**src/rtl/regfile_sequencer.sv**
```systemverilog
// Control stage in front of a 32x32 register bank: one transaction per request, reads before write.
// Optional bus X/Z capture checks are compiled in when REGSEQ_BUS_XCHECK_EN is defined.
module regfile_sequencer #(
   parameter int NUM_REGS = 32,
   parameter int ADDR_W   = 5,
   parameter int DATA_W   = 32
) (
   input  logic                clk,
   input  logic                reset_n,
   input  logic                req_valid,
   output logic                req_ready,
   input  logic [ADDR_W-1:0]   rs1_addr,
   input  logic [ADDR_W-1:0]   rs2_addr,
   input  logic [ADDR_W-1:0]   rd_addr,
   input  logic                rd_we,
   input  logic [DATA_W-1:0]   rd_data,
   output logic                rsp_valid,
   input  logic                rsp_ready,
   output logic [DATA_W-1:0]   rs1_data,
   output logic [DATA_W-1:0]   rs2_data,
   output logic [NUM_REGS-1:0] reg_load,
   output logic [DATA_W-1:0]   reg_wdata,
   output logic [NUM_REGS-1:0] reg_out0_en,
   output logic [NUM_REGS-1:0] reg_out1_en,
   input  logic [DATA_W-1:0]   bus0,
   input  logic [DATA_W-1:0]   bus1
);

   typedef enum logic [1:0] {IDLE, READ, WRITE, RESP} state_t;

   state_t              state_reg;
   logic [ADDR_W-1:0]   rs1_reg;
   logic [ADDR_W-1:0]   rs2_reg;
   logic [ADDR_W-1:0]   rd_reg;
   logic                we_reg;
   logic [DATA_W-1:0]   wdata_reg;
   logic [DATA_W-1:0]   rs1_data_reg;
   logic [DATA_W-1:0]   rs2_data_reg;

   always_ff @(posedge clk) begin
      if (!reset_n) begin
         state_reg    <= IDLE;
         rs1_reg      <= '0;
         rs2_reg      <= '0;
         rd_reg       <= '0;
         we_reg       <= 1'b0;
         wdata_reg    <= '0;
         rs1_data_reg <= '0;
         rs2_data_reg <= '0;
      end else begin
         case (state_reg)
            IDLE: begin
               if (req_valid) begin
                  rs1_reg   <= rs1_addr;
                  rs2_reg   <= rs2_addr;
                  rd_reg    <= rd_addr;
                  we_reg    <= rd_we;
                  wdata_reg <= rd_data;
                  state_reg <= READ;
               end
            end
            READ: begin
               // Entry 0 is never enabled onto a bus, so its bus value is floating.
               rs1_data_reg <= (rs1_reg == '0) ? '0 : bus0;
               rs2_data_reg <= (rs2_reg == '0) ? '0 : bus1;
               state_reg    <= WRITE;
            end
            WRITE: state_reg <= RESP;
            RESP: begin
               if (rsp_ready)
                  state_reg <= IDLE;
            end
            default: state_reg <= IDLE;
         endcase
      end
   end

`ifdef REGSEQ_BUS_XCHECK_EN
   always_ff @(posedge clk) begin
      if (reset_n && state_reg == READ) begin
         if (rs1_reg != '0)
            assert (^bus0 !== 1'bx)
               else $error("bus capture fail: rs1=%0d bus=%b", rs1_reg, bus0);
         if (rs2_reg != '0)
            assert (^bus1 !== 1'bx)
               else $error("bus capture fail: rs2=%0d bus=%b", rs2_reg, bus1);
      end
      if (reset_n && state_reg == WRITE && reg_load != '0)
         assert (^reg_wdata !== 1'bx)
            else $error("write data has X/Z bits: %b", reg_wdata);
   end
`endif

   // Strobes are gated by reset_n so an aborted write never reaches the bank's negedge sample.
   logic read_active;
   logic load_active;

   assign read_active = reset_n && (state_reg == READ);
   assign load_active = reset_n && (state_reg == WRITE) && we_reg && (rd_reg != '0);

   generate
      for (genvar gi = 0; gi < NUM_REGS; gi++) begin : g_decode
         if (gi == 0) begin : g_zero
            assign reg_load[gi]    = 1'b0;
            assign reg_out0_en[gi] = 1'b0;
            assign reg_out1_en[gi] = 1'b0;
         end else begin : g_reg
            assign reg_load[gi]    = load_active && (rd_reg == ADDR_W'(gi));
            assign reg_out0_en[gi] = read_active && (rs1_reg == ADDR_W'(gi));
            assign reg_out1_en[gi] = read_active && (rs2_reg == ADDR_W'(gi));
         end
      end
   endgenerate

   assign req_ready = reset_n && (state_reg == IDLE);
   assign rsp_valid = reset_n && (state_reg == RESP);
   assign rs1_data  = rs1_data_reg;
   assign rs2_data  = rs2_data_reg;
   assign reg_wdata = wdata_reg;

endmodule

```
**config.mk**
```make
export PLATFORM = sky130hd
export DESIGN_NAME = regfile_sequencer
export DESIGN_NICKNAME = d
export VERILOG_FILES = /design/src/rtl/regfile_sequencer.sv
export SDC_FILE = /design/constraint.sdc
export NUM_CORES = 1
export LEC_CHECK = 0
export ABC_AREA = 1
export CORE_AREA = 2 2 122 124
export DETAILED_ROUTE_END_ITERATION = 12
export DIE_AREA = 0 0 124 126
export GPL_TIMING_DRIVEN = 0
export PLACE_DENSITY = 0.76
export SYNTH_ARGS = -nofsm -noshare
export SYNTH_HDL_FRONTEND = slang
export SYNTH_SLANG_ARGS = --single-unit
```
**constraint.sdc**
```tcl
create_clock -name clk -period 4.3 [get_ports clk]
set_input_delay 1.29 -clock clk [delete_from_list [all_inputs] [get_ports clk]]
set_output_delay 1.29 -clock clk [all_outputs]
set_load 0.01 [all_outputs]
```
Word-level counts from Yosys, hierarchy flattened
Index checks and enable logic that the tools add are counted.

cells by class
  eq/ne operators = 98
  mux-type cells = 5
  reductions and logical operators = 105

operators with widths
  cell                  count
  $eq A5 B5 Y1 const B  48
  $eq A5 B4 Y1 const B  24
  $logic_and A1 B1 Y1   99
  $mux W32              2
  $eq A5 B3 Y1 const B  12
  $eq A5 B2 Y1 const B  6
  $eq A5 B1 Y1 const B  3
  $logic_not A5 Y1      2
  $pmux W2 S4           1
  $reduce_bool A5 Y1    1
  $eq A2 B2 Y1 const B  2
  $mux W2               2
  $ne A2 B2 Y1 const B  2
  $reduce_and A2 Y1     2
  $eq A2 B1 Y1 const B  1
  $logic_not A2 Y1      1

word-level totals
  bits in registers = 114
  output and inout port bits = 194
  word-level logic and storage cells = 216

Depth between registers and ports, before layout
  word-level depth = 5
  gate-level depth with buffers = 8

Worst setup path after synthesis
OpenSTA, ideal clock, no wires.

  path kind = input port to output port
  from = input port reset_n
  to = output port reg_load[16]
  arrival time = 2.016 ns
  required time = 3.010 ns
  setup slack = 0.994 ns
  stages on the path = 5
  buffers on the path = 2
  path through = buf_4 -> and3_4 -> nand2_2 -> buf_6 -> nor2_1

on the way
  word-level cells in the longest chain between the ends = 4

ends and longest elaborated chain
  item                              RTL line  text
  start, declared                   9         input logic reset_n,
  $logic_and A1 B1 Y1 (3 in a row)  99        assign load_active = reset_n && (state_reg == WRITE) && we_reg && (rd_reg != '0);
  $logic_and A1 B1 Y1               108       assign reg_load[gi] = load_active && (rd_reg == ADDR_W'(gi));
  end, declared                     21        output logic [NUM_REGS-1:0] reg_load,

No other way between the ends.

Final worst setup path
  from = input port reset_n
  to = output port reg_load[20]

The elaborated chain is that of the path after synthesis.

==> out/qor.yml <==
grt_overflow: 0
finalWirelength_mm: 18.38
final_period_minus_worst_setup_slack_ps: 3995
hold_viol: 0
final_min_period_over_clock_period_pct: 92.91
syn_inst: 708
die-height_um: 126
tritoncts.num_buffers: 17
worst_hold_startpoint: "reg_wdata[21]$_SDFFE_PN0P_"
route.detailed.vias_per_inst: 4.786
holdWs_ps: 479.0
reg2reg_to: "reg_wdata[28]$_SDFFE_PN0P_"
layout.nets: 1154
worstHoldPathType: "register to register"
core_footprint_mm2: 0.01431
worstHoldPathCells: 2
global_route_wire_length_before_repair_mm: 27.40
worstSetupEndpointType: "output pin"
drv_slew: 0
worst_skew_pair_later_pin_latency_ps: 410
powerDensity_mw_per_mm2: 610.4
cts.repair.resized: 0
clock_tree.root_cell: "sky130_fd_sc_hd__clkbuf_16"
number_of_antenna_violations_at_the_first_check_in_global_routing: 0
synth_cell_type_count: 22
required_ps: 3010
areaGrowthSynthToFinish_pct: 78.33
arrival_ps: 2710
drt_pass1_iterations: 4
cts_setup_buffers: 0
timing.critical_path.cells: "buf_4, and3_4, nand2_2, buf_6, nor2_1, clkdlybuf4s50_1"
fp.dieArea_mm2: 0.01562
r2r-start: "state_reg[1]$_SDFFE_PN0P_"
io_pins: 310
critical_path.max_fanout: 10
crit_path_top_delay_cell: "sky130_fd_sc_hd__clkdlybuf4s50_1"
postLayoutCoreUtil_pct: 61.93
fmaxAchievable_ghz: 0.2503
drv_cap: 0
rsz0062_at_grt: "false"
post_dp_hpwl_mm: 14.14
place.port_buffers: 305
reg2reg_slack_ps: 2600
worst_slew_margin_rel_pct: 64.81
synthDominantCellAreaShare_pct: 45.91
fraction_of_layout_instances_using_a_drive_strength_above_1_pct: 8.118
timing.clock.skew_ps: 7.766
syn-mean-instance-area_um2: 7.021
drc: 0
p_leak_nw: 3.426
final_antenna_net_count: 0
setup.worst_path.start_class: "primary input"
setup-tns-final_ps: 0
timing.hold.worst_endpoint: "reg_wdata[21]$_SDFFE_PN0P_"
clock_sinks: 114
tritoncts: "yes"
groute.usage.overall_pct: 22.78
yosys_register_bits: 114
die_width_um: 124
first_global_vias: 5525
yosys.area.top_type: "sky130_fd_sc_hd__dfxtp_1"
path_buf_inv: 3
wl_per_cell_um: 14.93
postCtsHoldBufs: 0
floorplan.rows: 44
drt_first_iter_violations: 198
synthTopCellsByArea: "sky130_fd_sc_hd__dfxtp_1 46%, sky130_fd_sc_hd__nor2_1 13%, sky130_fd_sc_hd__o21ai_0 11%, sky130_fd_sc_hd__nand2_1 9.5%, sky130_fd_sc_hd__a21oi_1 8.0%"
place_ws_ps: 309.5
setup.worst_path.class: "primary input to output pin"
clockBufferDepth: 2
cts-htree-levels: 4
gpl.final_weighted_congestion: 0.8848
reg2reg_depth: 6
grt_max_degree: 17
tightestPinTransition_ps: 527.8
initial_utilization_pct: 34.73
run_status: "completed"
clkTransAtPathRegs_ps: 50
setup_viol: 0
synth_warnings: 0
synth.cell_area_mm2: 0.004971
n_antenna_cell: 0
route.vias.total: 5891
worst_path_largest_cell_delay_ps: 570
critical-path-top-delay-family: "buffers and inverters"
peakVddDrop_mv: 0.3755
setup_ws_ps: 304.9
sequential_element_share_of_the_synthesized_area_pct: 45.91
[final cells by class]
cell class,count,area [um2]
Buffer,51,287.8
Clock buffer,18,439.2
Clock inverter,14,163.9
Fill cell,1314,5449
Inverter,28,105.1
Multi-Input combinational cell,517,2303
Sequential cell,114,2282
Tap cell,184,230.2
Timing Repair Buffer,305,3053
[metal layers]
| layer | wire length, um | track usage [%] | part of all wire (%) | up-vias |
|---|---|---|---|---|
| met1 | 7248 | 24.61 | 39 | 2678 |
| met5 | 0 | 0 | 0 | - |
| met4 | 577 | 9.980 | 3.1 | 0 |
| met3 | 1617 | 9.058 | 8.8 | 41 |
| met2 | 8939 | 38.98 | 49 | 256 |
| li1 | - | - | - | 2916 |
[worst min-delay path: cells and delay by family (launching register included)]
family,cells,cell delay (ps)
flip-flops,1,320
AND/OR/NAND/NOR,2,120
[through the flow]
step / cells / power (W) / cell area, um2
floorplan: 710 / 0.002821 / 4979
detailed placement: 1199 / 0.003994 / 8262
global placement: 1199 / 0.003964 / 8262
CTS: 1231 / 0.005449 / 8865
finish: 1231 / 0.005411 / 8865
global route: 1231 / 0.005755 / 8865
[Yosys cell counts]
library cell and n:
sky130_fd_sc_hd__a21oi_1 79, sky130_fd_sc_hd__and3_4 1, sky130_fd_sc_hd__buf_2 13, sky130_fd_sc_hd__buf_4 7
sky130_fd_sc_hd__buf_6 7, sky130_fd_sc_hd__clkbuf_1 23, sky130_fd_sc_hd__clkbuf_2 1, sky130_fd_sc_hd__clkinv_1 1
sky130_fd_sc_hd__conb_1 1, sky130_fd_sc_hd__dfxtp_1 114, sky130_fd_sc_hd__ha_1 4, sky130_fd_sc_hd__inv_1 26
sky130_fd_sc_hd__inv_2 1, sky130_fd_sc_hd__nand2_1 126, sky130_fd_sc_hd__nand2_2 6, sky130_fd_sc_hd__nand3_2 2
sky130_fd_sc_hd__nand3b_4 1, sky130_fd_sc_hd__nor2_1 167, sky130_fd_sc_hd__nor2_2 14, sky130_fd_sc_hd__nor3_1 1
sky130_fd_sc_hd__o21ai_0 109, sky130_fd_sc_hd__o21ai_1 4
[logic make-up (layout without fill, tap and decap cells)]
family / count (synthesis) / in the layout / share of synthesized area [%]
flops: 114 / 114 / 45.91
compound gates: 192 / 192 / 19.33
buf+inv: 79 / 416 / 7.903
simple gates: 318 / 318 / 25.77
other cells: 1 / 3 / 0.07544
fa+ha+maj: 4 / 4 / 1.007
[where the power goes]
group / internal [W] / switching (W) / total (W)
sequential: 0.00145 / 0.000218 / 0.00167
combinational: 0.00104 / 0.00128 / 0.00232
clock: 0.000921 / 0.000502 / 0.00142
total: 0.00341 / 0.00200 / 0.00541
[placed cells by master (no fill, tap or decap), types with 2 or more instances in the layout]
master and n:
sky130_fd_sc_hd__a21oi_1 79, sky130_fd_sc_hd__buf_2 13, sky130_fd_sc_hd__buf_4 7, sky130_fd_sc_hd__buf_6 7
sky130_fd_sc_hd__bufinv_16 3, sky130_fd_sc_hd__clkbuf_1 23, sky130_fd_sc_hd__clkbuf_16 17, sky130_fd_sc_hd__clkdlybuf4s50_1 305
sky130_fd_sc_hd__clkinv_2 5, sky130_fd_sc_hd__clkinv_4 3, sky130_fd_sc_hd__clkinvlp_4 3, sky130_fd_sc_hd__conb_1 3
sky130_fd_sc_hd__dfxtp_1 114, sky130_fd_sc_hd__ha_1 4, sky130_fd_sc_hd__inv_1 26, sky130_fd_sc_hd__nand2_1 126
sky130_fd_sc_hd__nand2_2 6, sky130_fd_sc_hd__nand3_2 2, sky130_fd_sc_hd__nor2_1 167, sky130_fd_sc_hd__nor2_2 14
sky130_fd_sc_hd__o21ai_0 109, sky130_fd_sc_hd__o21ai_1 4
[worst max-delay path by stage]
stage,startpoint,endpoint,slack [ps],depth (start not counted)
final,reset_n,reg_load[20],300,6
after detailed placement,reset_n,reg_load[21],310,6
after global routing,reset_n,reg_load[20],250,6
after global placement,reset_n,reg_load[21],300,6
after CTS,reset_n,reg_load[21],300,6
after floorplan,reset_n,reg_load[16],990,5
Power figures use the tool's default switching activity.
